--- config.mk ---
export PLATFORM = sky130hd
export DESIGN_NAME = lcd_scanout_sequencer
export DESIGN_NICKNAME = d
export VERILOG_FILES = /design/src/rtl/lcd_pkg.sv /design/src/rtl/lcd_scan_addr_gen.sv /design/src/rtl/lcd_scanout_sequencer.sv
export SDC_FILE = /design/constraint.sdc
export NUM_CORES = 1
export LEC_CHECK = 0
export ABC_CLOCK_PERIOD_IN_PS = 4300
export BUFFER_PORTS_ARGS = -buffer_cell sky130_fd_sc_hd__buf_4
export CAP_MARGIN = 20
export CORE_MARGIN = 2
export CORE_UTILIZATION = 30
export DETAILED_ROUTE_END_ITERATION = 8
export GPL_TIMING_DRIVEN = 0
export PLACE_DENSITY = 0.56
export SLEW_MARGIN = 20
export SYNTH_ARGS = -nofsm -noshare
export SYNTH_HDL_FRONTEND = slang
export SYNTH_SLANG_ARGS = --single-unit
--- constraint.sdc ---
create_clock -name clk -period 4.3 [get_ports clk]
set_input_delay 0.86 -clock clk [delete_from_list [all_inputs] [get_ports clk]]
set_output_delay 0.86 -clock clk [all_outputs]
set_load 0.02 [all_outputs]
--- src/rtl/lcd_pkg.sv ---
`default_nettype none
// ============================================================================
// Module   : lcd_pkg
// Purpose  : Shared geometry constants, scan FSM state encoding and the
//            per-frame panel configuration bundle for the LCD scan-out path.
// Contents : LCD_WIDTH/LCD_HEIGHT  visible window (96 x 64)
//            LCD_STRIDE            bytes per display-RAM page (132)
//            LCD_PAGES             display-RAM pages (9; page 8 is never
//                                  scanned)
//            scan_state_t          scan FSM states
//            lcd_cfg_t             panel settings latched at frame start
// Revision : 1.0  initial release
// ============================================================================
package lcd_pkg;

  localparam int LCD_WIDTH  = 96;
  localparam int LCD_HEIGHT = 64;
  localparam int LCD_STRIDE = 132;
  localparam int LCD_PAGES  = 9;

  typedef enum logic [1:0] {
    ST_IDLE    = 2'd0,
    ST_ISSUE   = 2'd1,
    ST_CAPTURE = 2'd2,
    ST_EMIT    = 2'd3
  } scan_state_t;

  typedef struct packed {
    logic [5:0] start_line;
    logic       row_order;
    logic       segment_dir;
    logic       display_enabled;
    logic       all_pixels_on;
    logic       invert_pixels;
  } lcd_cfg_t;

endpackage
`default_nettype wire

--- src/rtl/lcd_scan_addr_gen.sv ---
`default_nettype none
// ============================================================================
// Module   : lcd_scan_addr_gen
// Purpose  : Combinational map from a visible pixel position plus panel
//            configuration to the display-RAM byte address and the bit within
//            that byte that holds the pixel.
// Ports    : x        in   7  visible column
//            y        in   6  visible row
//            cfg      in      panel configuration (lcd_cfg_t)
//            ram_addr out 11  byte address, page*STRIDE + column
//            bit_sel  out  3  bit of the addressed byte
// Revision : 1.0  initial release
// ============================================================================
module lcd_scan_addr_gen
  import lcd_pkg::*;
#(
  parameter int STRIDE = LCD_STRIDE
) (
  input  logic [6:0]  x,
  input  logic [5:0]  y,
  input  lcd_cfg_t    cfg,
  output logic [10:0] ram_addr,
  output logic [2:0]  bit_sel
);

  localparam logic [7:0]  C_COL_MAX = 8'(STRIDE - 1);
  localparam logic [10:0] C_STRIDE  = 11'(STRIDE);

  logic [5:0] w_ly;
  logic [5:0] w_line;
  logic [7:0] w_col;

  // For a 6-bit row, HEIGHT-1-y is just the bitwise complement.
  assign w_ly   = cfg.row_order ? ~y : y;
  // 6-bit sum wraps the start-line offset modulo 64 for free.
  assign w_line = w_ly + cfg.start_line;

  assign w_col  = cfg.segment_dir ? (C_COL_MAX - {1'b0, x}) : {1'b0, x};

  assign ram_addr = ({8'd0, w_line[5:3]} * C_STRIDE) + {3'd0, w_col};
  assign bit_sel  = w_line[2:0];

endmodule
`default_nettype wire

--- src/rtl/lcd_scanout_sequencer.sv ---
`default_nettype none
// ============================================================================
// Module   : lcd_scanout_sequencer
// Purpose  : Scans the 96x64 visible window out of the LCD display RAM as a
//            one-bit-per-pixel valid/ready stream. Shares the RAM read port
//            with the CPU, which always wins. Applies start-line wrap, row
//            order, segment direction, all-on, invert and display-enable.
// Ports    : clk, reset (sync, active-low)
//            frame_start        in   start a frame scan (pulse)
//            start_line..invert in   panel configuration, latched per frame
//            cpu_req / cpu_gnt  in/out CPU RAM-port arbitration
//            ram_rd, ram_addr   out  sequencer read request
//            ram_rdata          in   read data, one cycle after ram_rd
//            pix_valid/ready    out/in pixel handshake
//            pix_data/x/y       out  pixel value and position
//            busy               out  scan in progress
//            frame_done         out  pulse after last pixel accepted
//            frame_overrun      out  pulse on frame_start while busy
// Revision : 1.0  initial release
// ============================================================================
module lcd_scanout_sequencer
  import lcd_pkg::*;
#(
  parameter int WIDTH  = LCD_WIDTH,
  parameter int HEIGHT = LCD_HEIGHT,
  parameter int STRIDE = LCD_STRIDE
) (
  input  logic        clk,
  input  logic        reset,
  input  logic        frame_start,
  input  logic [5:0]  start_line,
  input  logic        row_order,
  input  logic        segment_dir,
  input  logic        display_enabled,
  input  logic        all_pixels_on,
  input  logic        invert_pixels,
  input  logic        cpu_req,
  output logic        cpu_gnt,
  output logic        ram_rd,
  output logic [10:0] ram_addr,
  input  logic [7:0]  ram_rdata,
  output logic        pix_valid,
  input  logic        pix_ready,
  output logic        pix_data,
  output logic [6:0]  pix_x,
  output logic [5:0]  pix_y,
  output logic        busy,
  output logic        frame_done,
  output logic        frame_overrun
);

  scan_state_t r_state;
  scan_state_t w_state_next;

  lcd_cfg_t    r_cfg;
  lcd_cfg_t    w_cfg_in;
  logic [6:0]  r_x;
  logic [5:0]  r_y;

  logic        w_start;
  logic        w_issue;
  logic        w_capture;
  logic        w_handshake;
  logic        w_last_col;
  logic        w_last_row;
  logic        w_frame_end;

  logic [10:0] w_addr;
  logic [2:0]  w_bit;
  logic        w_pix;

  logic        r_busy;
  logic        r_pix_valid;
  logic        r_pix_data;
  logic [6:0]  r_pix_x;
  logic [5:0]  r_pix_y;
  logic        r_frame_done;
  logic        r_frame_overrun;

  always_comb begin
    w_cfg_in                 = '0;
    w_cfg_in.start_line      = start_line;
    w_cfg_in.row_order       = row_order;
    w_cfg_in.segment_dir     = segment_dir;
    w_cfg_in.display_enabled = display_enabled;
    w_cfg_in.all_pixels_on   = all_pixels_on;
    w_cfg_in.invert_pixels   = invert_pixels;
  end

  // Address generation always sees the shadow config, so a mid-frame
  // change on the inputs cannot reach the current scan.
  lcd_scan_addr_gen #(
    .STRIDE (STRIDE)
  ) u_addr_gen (
    .x        (r_x),
    .y        (r_y),
    .cfg      (r_cfg),
    .ram_addr (w_addr),
    .bit_sel  (w_bit)
  );

  assign w_last_col  = (r_x == 7'(WIDTH - 1));
  assign w_last_row  = (r_y == 6'(HEIGHT - 1));
  assign w_frame_end = w_handshake && w_last_col && w_last_row;

  // All-on is applied before invert; display-disable overrides both.
  assign w_pix = ((r_cfg.all_pixels_on | ram_rdata[w_bit]) ^ r_cfg.invert_pixels)
                 & r_cfg.display_enabled;

  // ------------------------------------------------------------------------
  // Scan FSM
  // ------------------------------------------------------------------------
  always_ff @(posedge clk) begin
    if (!reset) begin
      r_state <= ST_IDLE;
    end else begin
      r_state <= w_state_next;
    end
  end

  always_comb begin
    w_state_next = r_state;
    w_start      = 1'b0;
    w_issue      = 1'b0;
    w_capture    = 1'b0;
    w_handshake  = 1'b0;
    case (r_state)
      ST_IDLE: begin
        if (frame_start) begin
          w_start      = 1'b1;
          w_state_next = ST_ISSUE;
        end
      end
      ST_ISSUE: begin
        // CPU owns the port this cycle; wait indefinitely.
        if (!cpu_req) begin
          w_issue      = 1'b1;
          w_state_next = ST_CAPTURE;
        end
      end
      ST_CAPTURE: begin
        w_capture    = 1'b1;
        w_state_next = ST_EMIT;
      end
      ST_EMIT: begin
        if (pix_ready) begin
          w_handshake  = 1'b1;
          w_state_next = (w_last_col && w_last_row) ? ST_IDLE : ST_ISSUE;
        end
      end
      default: w_state_next = ST_IDLE;
    endcase
  end

  // ------------------------------------------------------------------------
  // Datapath
  // ------------------------------------------------------------------------
  always_ff @(posedge clk) begin
    if (!reset) begin
      r_cfg           <= '0;
      r_x             <= '0;
      r_y             <= '0;
      r_busy          <= 1'b0;
      r_pix_valid     <= 1'b0;
      r_pix_data      <= 1'b0;
      r_pix_x         <= '0;
      r_pix_y         <= '0;
      r_frame_done    <= 1'b0;
      r_frame_overrun <= 1'b0;
    end else begin
      r_frame_done    <= w_frame_end;
      // Any state other than IDLE counts as busy, including the cycle of
      // the final handshake.
      r_frame_overrun <= frame_start && (r_state != ST_IDLE);

      if (w_start) begin
        r_cfg  <= w_cfg_in;
        r_x    <= '0;
        r_y    <= '0;
        r_busy <= 1'b1;
      end

      if (w_capture) begin
        r_pix_valid <= 1'b1;
        r_pix_data  <= w_pix;
        r_pix_x     <= r_x;
        r_pix_y     <= r_y;
      end

      if (w_handshake) begin
        r_pix_valid <= 1'b0;
        if (!w_last_col) begin
          r_x <= r_x + 7'd1;
        end else begin
          r_x <= '0;
          if (!w_last_row) begin
            r_y <= r_y + 6'd1;
          end else begin
            r_y    <= '0;
            r_busy <= 1'b0;
          end
        end
      end
    end
  end

  assign cpu_gnt       = cpu_req;
  assign ram_rd        = w_issue;
  assign ram_addr      = w_issue ? w_addr : '0;
  assign pix_valid     = r_pix_valid;
  assign pix_data      = r_pix_data;
  assign pix_x         = r_pix_x;
  assign pix_y         = r_pix_y;
  assign busy          = r_busy;
  assign frame_done    = r_frame_done;
  assign frame_overrun = r_frame_overrun;

endmodule
`default_nettype wire

==> results of run 1 <==
-- worst max-delay path: cells and delay by family, from the launching register on --
kind            cells  cell delay [ns]
xor+xnor            2             0.30
fa+ha+maj           3             0.78
flops               1             0.40
simple gates        2             0.41
buf+inv             2             0.22
compound gates      5             0.92
-- per-stage QoR --
| step | instance area, µm² | total power, mW | setup WS (ns) |
|---|---|---|---|
| 6_report | 3767 | 1.405 | 0.1000 |
| 5_1_grt | 3767 | 1.508 | -0.04404 |
| 4_1_cts | 3626 | 1.365 | 0.005157 |
| 3_5_place_dp | 3421 | 1.037 | -0.1251 |
| 3_3_place_gp | 3421 | 1.028 | -0.1168 |
| 2_1_floorplan | 2861 | 0.8880 | 0.2462 |
-- worst max path at each step --
stage                     startpoint           to  slack [ns]  depth (start not counted)
after CTS                   r_cfg[4]  ram_addr[8]       0.005                         15
after detailed placement      r_y[1]  ram_addr[9]       -0.13                         13
after global placement        r_y[1]  ram_addr[9]       -0.12                         13
after global routing        r_cfg[4]  ram_addr[8]       -0.04                         14
after floorplan             r_cfg[4]  ram_addr[8]        0.25                         14
final                       r_cfg[4]  ram_addr[8]        0.10                         14
-- sequential cells by signal (all words and copies together) (netlist names) --
| register | count |
|---|---|
| busy | 1 |
| frame_done | 1 |
| frame_overrun | 1 |
| pix_data | 1 |
| pix_valid | 1 |
| pix_x | 7 |
| pix_y | 6 |
| r_cfg | 11 |
| r_state | 2 |
| r_x | 7 |
| r_y | 6 |
-- layout make-up --
cell class | count | area, µm² | area share, %
buffer | 16 | 80.08 | 2.126
multi-input combinational | 261 | 2022 | 53.67
clock buffer | 6 | 82.58 | 2.192
inverter | 10 | 37.54 | 0.9963
sequential | 44 | 888.4 | 23.58
timing repair buffer | 64 | 480.5 | 12.75
clock inverter | 2 | 15.01 | 0.3985
tap | 129 | 161.4 | 4.284
-- cells by family (layout without fill, tap and decap cells) --
| family | count (synthesis) | in the layout | synth area share [%] |
|---|---|---|---|
| AND/OR/NAND/NOR | 127 | 127 | 23.35 |
| AO/OA/AOI/OAI | 77 | 77 | 18.28 |
| flip-flops | 44 | 44 | 30.78 |
| buffers and inverters | 27 | 98 | 4.504 |
| multiplexers | 21 | 21 | 8.439 |
| adder cells (fa/ha/maj) | 18 | 18 | 8.133 |
| XOR/XNOR | 18 | 18 | 6.515 |
-- power by group --
part / internal [mW] / switching [mW] / total (mW)
Combinational: 0.294 / 0.344 / 0.637
Clock: 0.130 / 0.153 / 0.284
Sequential: 0.448 / 0.0366 / 0.484
-- repair_timing --
item,4_1_cts,5_1_grt
pin swaps,5,16
buffers inserted,2,9
gates resized for setup,17,20
cloned,0,0
endpoints found under the setup margin,6,6
-- layer usage --
| metal | vias up | track usage, % |
|---|---|---|
| met5 | - | 0 |
| li1 | 1313 | - |
| met3 | 7 | 2.553 |
| met4 | 0 | 4.574 |
| met2 | 58 | 23.58 |
| met1 | 1183 | 19.92 |
-- synth_stat cells, types with 3 or more instances --
cell	number
clkbuf_1	11
nand3b_1	3
nor3_1	3
nor2b_1	20
a21oi_1	14
dfxtp_1	44
nand2_1	36
xnor2_1	9
ha_1	17
o211a_1	3
a21o_1	3
o211ai_1	4
o21ai_0	16
a21boi_0	18
nand2b_1	8
nor2_1	18
inv_1	10
xor2_1	7
mux2i_1	16
or4_1	3
and3_1	7
a211oi_1	4
and2_1	5
nand3_1	11
or3_1	3
==> impl_results.md, run 1 <==
* Vias/cell at 4.814
* Final hold vios at 0
* GRT overflow at 0
* Worst-Skew Late Latency at 0.31 ns
* Worst EP arrival at 3.34 ns
* Commonest non-fill, non-tap cell in the layout: buf_4
* Via count at 2,561
* FMAX at 238.1 MHz
* Worst-Margin Slew at 0.6950 ns
* Synth Warn # at 0
* Most frequent CP cell: ha_2
* CP max-delay cell: dfxtp_4
* Worst R2R Setup Slack at 1.80 ns
* Routed wl met3 at 303 µm
* CTS buffer count at 5
* FF-to-FF path depth at 9
* Worst slew margin at 53.67%
* Crit. End Element: output pin
* Mapped Area at 0.002861 mm²
* DRC at 0
* Clock Sinks at 44
* Skew final at 0.009864 ns
* DRT Pass-1 Iters at 4
* Number of I/O port buffers at 53
* # IOs at 55
* Longest Clk Path Bufs at 2
* Startpoint Class: flip-flop
* Filler cells at 960
* EDFF count, synth at 0
* Cts hold-fix bufs at 0
* Reg2reg start: r_cfg[4]
* Crit path kind: flip-flop to output pin
* Antenna cells at 0
* Die W at 101.7 µm
* Largest net degree at the start of global routing at 15
* Pwr per Cell Area at 373.1 mW/mm²
* Clock transition at path regs at 0.09 ns
* Met1 wire length at 3608 µm
* Tot GR Track Use at 14.63%
* Post-synthesis to final-layout area growth at 31.66%
* Die area at 0.01034 mm²
* Post-detailed-route count of antenna-violating nets at 0
* Layout cell share with drive strength beyond 1 at 28.04%
* CP required at 3.44 ns
* Clock root buffer: clkbuf_8
* Final Util at 40.77%
* # setup viols final at 0
* HPWL reported at the end of detailed placement at 5392 µm
* Finished Layout Cells at 532
* Placed cells at 514
* Die Ht at 101.7 µm
* CTS H-tree depth at 2
* Worst hold path startpoint: r_cfg[1]
* Clock period minus worst slack at 4.200 ns
* Total Wirelength at 7328 µm
* Routed wire per std cell at 13.77 µm
* Area share of the largest cell type after synthesis at 30.78%
* Hold Path Class: flip-flop to flip-flop
* #FFs+latches synth at 44
* Critical Path Max Stage Delay at 0.40 ns
* RR Endpoint: pix_data
* Setup_tns at 0 ns
* Yosys cell types at 55
* Hold depth at 2
* Vias in the first global route at 2,493
* Max_cap viols at 0
* Dominant register cell in the synthesized netlist: dfxtp_1
* CP max FO at 7
* Cell chain of the critical path: xor2_2, ha_2, fa_2, a21o_1, a211oi_4, nor2_4, xnor2_2, ha_2, inv_2, o31ai_4, o211a_1, or3_4, a21oi_2, buf_4
* Top Layer Used: met4
* Max VDD drop at 0.0002176 V
* Syn nets at 374
* Gpl congestion at 0.8005
* Most frequent cells in the layout: buf_4 (65), dfxtp_1 (40), nand2_1 (35)
* Sequential fraction of the synthesis area at 30.78%
* Main area contributors after synthesis: dfxtp_1 (31%), ha_1 (7.4%), mux2i_1 (5.6%), a21boi_0 (4.7%), nand2_1 (4.7%)
* Starting density of the core at 30.97%
* Starting DRT DRC Count at 84
* Num rows at 35
* Placeable Area at 0.009240 mm²
* Hold_ws at 0.4669 ns
* Area leader, netlist: dfxtp_1
* Synth Area per Inst at 8.619 µm²
* Tcrit/Tclk final at 97.67%
* Met2 wire length at 3337 µm
* Initial antenna violation count at 0
* Endpoint, Worst Hold: r_cfg[1]
* Leak pwr at 1.561 nW
* Final #Nets at 444
* Post-synthesis cell count at 332
* Asr flop ratio synth at 0%
* CTS tree: yes
* First-pass GRT wire length at 12,010 µm
* Final Max Tran Viols at 0
* Status: finished clean
Note: power is estimated with default switching activity, not from simulation.
==> inputs of run 2 (changes only) <==
- ABC_CLOCK_PERIOD_IN_PS: 4300 -> unset
- SETUP_SLACK_MARGIN: unset -> 0.2
==> impl_results.md, run 2 (synthesis results as in run 1) <==
* Status: finished clean (unchanged)
* CP max FO at 7 (unchanged)
* CTS H-tree depth at 2 (unchanged)
* Clock transition at path regs at 0.09 ns (about the same)
* Most flops, register: r_cfg (unchanged)
* Net load switching power at 0.5359 mW (was 0.5339 mW)
* Worst slew margin at 53.66% (was 53.67%)
* Tot GR Track Use at 14.91% (was 14.63%)
* HPWL reported at the end of detailed placement at 5392 µm (unchanged)
* Combinational fraction of design power at 45.9% (was 45.4%)
* Max VDD drop at 0.0002173 V (was 0.0002176 V)
* Final Util at 41.45% (was 40.77%)
* Worst-Skew Late Latency at 0.31 ns (about the same)
* Worst EP arrival at 3.37 ns (was 3.34 ns)
* Worst R2R Setup Slack at 1.72 ns (was 1.80 ns)
* Gpl congestion at 0.8005 (unchanged)
* Crit path kind: flip-flop to output pin (unchanged)
* Startpoint Class: flip-flop (unchanged)
* Final Max Tran Viols at 0 (unchanged)
* Via count at 2,583 (was 2,561)
* Met2 wire length at 3340 µm (was 3337 µm)
* GRT overflow at 0 (unchanged)
* Placeable Area at 0.009240 mm² (unchanged)
* Most frequent cells in the layout: buf_4 (66), dfxtp_1 (41), nand2_1 (35) (was buf_4 (65), dfxtp_1 (40), nand2_1 (35))
* # IOs at 55 (unchanged)
* Initial antenna violation count at 0 (unchanged)
* Die W at 101.7 µm (unchanged)
* Top delay family on crit path: compound AO/OA/AOI/OAI gates (unchanged)
* Hold Path Class: flip-flop to flip-flop (unchanged)
* Filler cells at 951 (was 960)
* Worst-Margin Slew at 0.6950 ns (about the same)
* CTS buffer count at 5 (unchanged)
* Starting density of the core at 30.97% (unchanged)
* Internal at 0.8738 mW (was 0.8716 mW)
* Antenna cells at 0 (unchanged)
* Number of I/O port buffers at 53 (unchanged)
* Leak pwr at 1.594 nW (was 1.561 nW)
* RSZ-0062 raised after global routing: true
* Total Wirelength at 7337 µm (was 7328 µm)
* Pwr per Cell Area at 368.1 mW/mm² (was 373.1 mW/mm²)
* Sw Share at 38.02% (was 37.99%)
* Top Layer Used: met4 (unchanged)
* Sequential Power Share at 34.0% (was 34.5%)
* Final hold vios at 0 (unchanged)
* # setup viols final at 0 (unchanged)
* Die Ht at 101.7 µm (unchanged)
* DRT Pass-1 Iters at 6 (was 4)
* Max_cap viols at 0 (unchanged)
* Cts hold-fix bufs at 0 (unchanged)
* Post-synthesis to final-layout area growth at 33.84% (was 31.66%)
* Critical Path Max Stage Delay at 0.36 ns (was 0.40 ns)
* CP required at 3.44 ns (about the same)
* Routed wire per std cell at 13.69 µm (was 13.77 µm)
* Met1 wire length at 3573 µm (was 3608 µm)
* Cell chain of the critical path: buf_8, xor2_2, ha_4, fa_2, a21o_1, a211oi_4, nor2_2, xnor2_2, ha_2, inv_2, o31ai_4, o211a_1, or3_4, a21oi_2, buf_4 (was xor2_2, ha_2, fa_2, a21o_1, a211oi_4, nor2_4, xnor2_2, ha_2, inv_2, o31ai_4, o211a_1, or3_4, a21oi_2, buf_4)
* Finished Layout Cells at 536 (was 532)
* Longest Clk Path Bufs at 2 (unchanged)
* Post-detailed-route count of antenna-violating nets at 0 (unchanged)
* CTS tree: yes (unchanged)
* Final instance area at 0.003830 mm² (was 0.003767 mm²)
* Setup_tns at 0 ns (unchanged)
* FMAX at 236.2 MHz (was 238.1 MHz)
* Crit. End Element: output pin (unchanged)
* Layout cell share with drive strength beyond 1 at 29.48% (was 28.04%)
* Final #Nets at 448 (was 444)
* Clock Sinks at 44 (unchanged)
* Clock root buffer: clkbuf_8 (unchanged)
* Routed wl met3 at 344 µm (was 303 µm)
* First-pass GRT wire length at 12,230 µm (was 12,010 µm)
* Worst path buffer plus inverter count at 3 (was 2)
* Hold_ws at 0.4665 ns (was 0.4669 ns)
* Total power at 1.410 mW (was 1.405 mW)
* Placed Area at 0.003421 mm² (unchanged)
* Clock period minus worst slack at 4.234 ns (was 4.200 ns)
* Max reg flops at 11 (unchanged)
* Worst setup margin at 0.06625 ns (was 0.1000 ns)
* Vias/cell at 4.819 (was 4.814)
* Largest net degree at the start of global routing at 15 (unchanged)
* Tcrit/Tclk final at 98.46% (was 97.67%)
* Vias in the first global route at 2,529 (was 2,493)
* Starting DRT DRC Count at 96 (was 84)
* Commonest non-fill, non-tap cell in the layout: buf_4 (unchanged)
* Skew final at 0.009864 ns (unchanged)
* DP Worst Slack at -0.1251 ns (unchanged)
* Clock network power share at 20.1% (was 20.2%)
* Num rows at 35 (unchanged)
* Placed cells at 514 (unchanged)
* CP max-delay cell: fa_2 (was dfxtp_4)
* Die area at 0.01034 mm² (unchanged)
* DRC at 0 (unchanged)
run 2: worst min-delay path, cell delays in order (launching register included):
cell      delay (ns)
dfxtp_1         0.32
nand2_1         0.05
a21boi_0        0.06
run 2: cell type report:
class | instances | area (µm²) | area share [%]
multi-input cells | 261 | 2043 | 53.35
clock buffers | 6 | 82.58 | 2.156
plain buffers | 17 | 95.09 | 2.483
flip-flops and latches | 44 | 884.6 | 23.10
repair buffers | 67 | 510.5 | 13.33
clock inverters | 2 | 15.01 | 0.3920
inverters | 10 | 37.54 | 0.9801
well taps | 129 | 161.4 | 4.214
run 2: timing repair:
| action | 4_1_cts | 5_1_grt |
|---|---|---|
| gates resized for setup | 28 | 14 |
| setup endpoints to repair | 7 | 6 |
| setup buffers | 10 | 4 |
| pin swaps | 17 | 11 |
run 2: metal layers:
metal,GRT usage [%],vias up
met3,2.484,7
li1,-,1321
met2,24.19,70
met1,20.26,1185
met5,0,-
met4,4.574,0
run 2: power by group through the flow:
| stage | Sequential, mW | Combinational, mW | Clock (mW) |
|---|---|---|---|
| final | 0.479 | 0.647 | 0.284 |
| after global routing | 0.485 | 0.720 | 0.310 |
| after CTS | 0.478 | 0.627 | 0.292 |
| after detailed placement | 0.484 | 0.552 | 0 |
| after global placement | 0.483 | 0.545 | 0 |
| after floorplan | 0.489 | 0.399 | 0 |
run 2: worst paths after layout:
check / endpoint / depth (start not counted) / startpoint
worst min register to register: r_cfg[1] / 2 / r_cfg[1]
worst max-delay path: ram_addr[8] / 15 / r_cfg[4]
worst min-delay path: r_cfg[1] / 2 / r_cfg[1]
worst max register to register: pix_data / 12 / r_cfg[4]
==> inputs of run 3 (changes only) <==
- SYNTH_HIERARCHICAL: unset -> 1
- clock period: 4.3 -> 4.8 ns (I/O delays scaled with it)
==> impl_results.md, run 3 <==
* Status: finished clean (unchanged)
* Synth Warn # at 6 (was 0)
* Starting density of the core at 30.93% (was 30.97%)
* Worst-Margin Slew at 0.5611 ns (was 0.6950 ns)
* Num rows at 34 (was 35)
* Critical Path Max Stage Delay at 0.39 ns (was 0.36 ns)
* CP max-delay cell: fa_1 (was fa_2)
* # setup viols final at 0 (unchanged)
* Clock Sinks at 44 (unchanged)
* Max VDD drop at 0.0002393 V (was 0.0002173 V)
* CP max FO at 6 (was 7)
* Commonest cells in the synthesized netlist: dfxtp_1 (44), nand2_1 (28), nor2_1 (23) (was dfxtp_1 (44), nand2_1 (36), nor2b_1 (20))
* Final hold vios at 0 (unchanged)
* Post-synthesis cell count at 302 (was 332)
* Top delay family on crit path: adder cells (was compound AO/OA/AOI/OAI gates)
* CP required at 3.84 ns (was 3.44 ns)
* Vias in the first global route at 2,121 (was 2,529)
* Combinational fraction of design power at 39.9% (was 45.9%)
* Via count at 2,239 (was 2,583)
* Most frequent cells in the layout: buf_4 (56), dfxtp_1 (43), nand2_1 (28) (was buf_4 (66), dfxtp_1 (41), nand2_1 (35))
* Tcrit/Tclk final at 91.26%
* Antenna cells at 0 (unchanged)
* Tot GR Track Use at 13.23% (was 14.91%)
* Placeable Area at 0.008721 mm² (was 0.009240 mm²)
* Placed cells at 464 (was 514)
* Main area contributors after synthesis: dfxtp_1 (33%), ha_1 (7.9%), mux2i_1 (7.1%), xor2_1 (4.5%), nand2_1 (3.9%) (was dfxtp_1 (31%), ha_1 (7.4%), mux2i_1 (5.6%), a21boi_0 (4.7%), nand2_1 (4.7%))
* Final Max Tran Viols at 0 (unchanged)
* GRT overflow at 0 (unchanged)
* Syn nets at 345 (was 374)
* Commonest non-fill, non-tap cell in the layout: buf_4 (unchanged)
* CTS tree: yes (unchanged)
* Cell chain of the critical path: buf_6, xor2_2, ha_2, inv_1, fa_1, nand2b_1, a21oi_2, xor2_2, ha_1, a21o_2, a21oi_1, nor4b_1, o21ai_1, xor2_1, and2_1, buf_4 (was buf_8, xor2_2, ha_4, fa_2, a21o_1, a211oi_4, nor2_2, xnor2_2, ha_2, inv_2, o31ai_4, o211a_1, or3_4, a21oi_2, buf_4)
* Final instance area at 0.003410 mm² (was 0.003830 mm²)
* Total Wirelength at 6327 µm (was 7337 µm)
* Leak pwr at 1.507 nW (was 1.594 nW)
* Area share of the largest cell type after synthesis at 32.65% (was 30.78%)
* Die W at 98.83 µm (was 101.7 µm)
* CTS H-tree depth at 2 (unchanged)
* Final Util at 39.10% (was 41.45%)
* Starting DRT DRC Count at 67 (was 96)
* Crit. End Element: output pin (unchanged)
* Hold Path Class: flip-flop to flip-flop (unchanged)
* Die Ht at 98.83 µm (was 101.7 µm)
* Dominant register cell in the synthesized netlist: dfxtp_1 (unchanged)
* Most frequent CP cell: xor2_2
* Number of I/O port buffers at 54 (was 53)
* Post-detailed-route count of antenna-violating nets at 0 (unchanged)
* Internal at 0.7821 mW (was 0.8738 mW)
* DRT Pass-1 Iters at 4 (was 6)
* Clock transition at path regs at 0.08 ns (was 0.09 ns)
* Initial antenna violation count at 0 (unchanged)
* HPWL reported at the end of detailed placement at 4829 µm (was 5392 µm)
* Clock root buffer: clkbuf_8 (unchanged)
* FMAX at 228.3 MHz
* RSZ-0062 raised after global routing: false (was true)
* Longest Clk Path Bufs at 2 (unchanged)
* Gpl congestion at 0.7937 (was 0.8005)
* Post-synthesis to final-layout area growth at 26.39% (was 33.84%)
* DRC at 0 (unchanged)
* Pwr per Cell Area at 350.5 mW/mm² (was 368.1 mW/mm²)
* # IOs at 55 (unchanged)
* Net load switching power at 0.4129 mW (was 0.5359 mW)
* Worst slew margin at 62.60% (was 53.66%)
* Clock network power share at 24.8% (was 20.1%)
* Setup_tns at 0 ns (unchanged)
* Layout cell share with drive strength beyond 1 at 25.48% (was 29.48%)
* First-pass GRT wire length at 10,440 µm (was 12,230 µm)
* EDFF count, synth at 0 (unchanged)
* Die area at 0.009766 mm² (was 0.01034 mm²)
* #FFs+latches synth at 44 (unchanged)
* CTS buffer count at 5 (unchanged)
* Placed Area at 0.003238 mm² (was 0.003421 mm²)
* Max reg flops at 11 (unchanged)
* Asr flop ratio synth at 0% (unchanged)
* Filler cells at 881 (was 951)
* Skew final at 0.009694 ns (was 0.009864 ns)
* Worst-Skew Late Latency at 0.30 ns (was 0.31 ns)
* Finished Layout Cells at 473 (was 536)
* Sw Share at 34.55% (was 38.02%)
* Startpoint Class: flip-flop (unchanged)
* Worst path buffer plus inverter count at 3 (unchanged)
* Most common cell in the netlist: dfxtp_1 (unchanged)
* Total power at 1.195 mW (was 1.410 mW)
* Largest net degree at the start of global routing at 15 (unchanged)
* Routed wire per std cell at 13.38 µm (was 13.69 µm)
* Sequential fraction of the synthesis area at 32.65% (was 30.78%)
* Mapped Area at 0.002698 mm² (was 0.002861 mm²)
* Crit path kind: flip-flop to output pin (unchanged)
* Sequential Power Share at 35.3% (was 34.0%)
* Vias/cell at 4.734 (was 4.819)
* Most flops, register: r_cfg (unchanged)
* Final #Nets at 407 (was 448)
* Worst EP arrival at 3.42 ns (was 3.37 ns)
* Synth Area per Inst at 8.932 µm² (was 8.619 µm²)
* Max_cap viols at 0 (unchanged)
* Yosys cell types at 60 (was 55)
* Area leader, netlist: dfxtp_1 (unchanged)
* Clock period minus worst slack at 4.381 ns
## run 3: changes by cell type after synthesis, moves of 5 or more
cell and change:
and2_1 +11, xor2_1 +7, nor2b_1 -9, nand2_1 -8
nand3_1 -8, nand2b_1 -5, nor2_1 +5, a21boi_0 -14
o21ai_0 -7
## run 3: timing repair
item	4_1_cts	5_1_grt
gates cloned	0	0
buffers inserted	1	0
resized for setup	1	10
endpoints found under the setup margin	3	5
hold buffers	0	0
pin swaps	1	2
## run 3: cell type report
class / count / area (µm²) / area share, %
multi-input combinational: 231 / 1712 / 50.20
tap: 108 / 135.1 / 3.963
clock buffer: 6 / 82.58 / 2.422
clock inverter: 2 / 38.79 / 1.138
timing repair buffer: 55 / 412.9 / 12.11
sequential: 44 / 882.1 / 25.87
inverter: 12 / 45.04 / 1.321
buffer: 15 / 101.3 / 2.972
## run 3: kinds of logic (layout without fill, tap and decap cells)
logic type      count (synthesis)  count (layout)  share of synthesized area, %
xor+xnor                       21              21                         6.818
mux                            21              21                         8.302
flops                          44              44                         32.65
compound gates                 54              54                         13.45
buf+inv                        27              90                         5.195
fa+ha+maj                      19              19                         9.369
simple gates                  116             116                         24.21
## run 3: metal layers
layer / vias up / share of wire [%] / track usage [%]
met5: - / 0 / 0
met4: 0 / 1.3 / 3.688
met3: 6 / 3.6 / 2.411
met2: 44 / 48 / 21.52
met1: 1029 / 47 / 18.03
li1: 1160 / - / -
## run 3: tightest hold or removal path: stages, from the launching register on
cell     delay (ns)
dfxtp_1        0.31
nand2_1        0.05
a21oi_1        0.05
## run 3: per-stage QoR
step | hold slack, ns | worst slack, ns
after floorplan | 0.4312 | 0.6561
after global placement | 0.4399 | 0.3238
after detailed placement | 0.4440 | 0.2789
after CTS | 0.4558 | 0.1910
after global routing | 0.4803 | 0.2067
final | 0.4554 | 0.4195
## run 3: worst paths after layout
kind | cells past startpoint | endpoint | start | slack, ns
worst max-delay path | 16 | ram_addr[9] | r_cfg[4] | 0.42
worst min-delay path | 2 | r_cfg[1] | r_cfg[1] | 0.46
worst max register to register | 12 | pix_data | r_cfg[4] | 2.22
worst min register to register | 2 | r_cfg[1] | r_cfg[1] | 0.46
## run 3: power by group through the flow
stage | Clock, mW | Combinational, mW | Sequential [mW]
floorplan | 0 | 0.334 | 0.434
global placement | 0 | 0.454 | 0.429
detailed placement | 0 | 0.462 | 0.429
CTS | 0.310 | 0.472 | 0.421
global route | 0.325 | 0.536 | 0.427
finish | 0.297 | 0.477 | 0.422
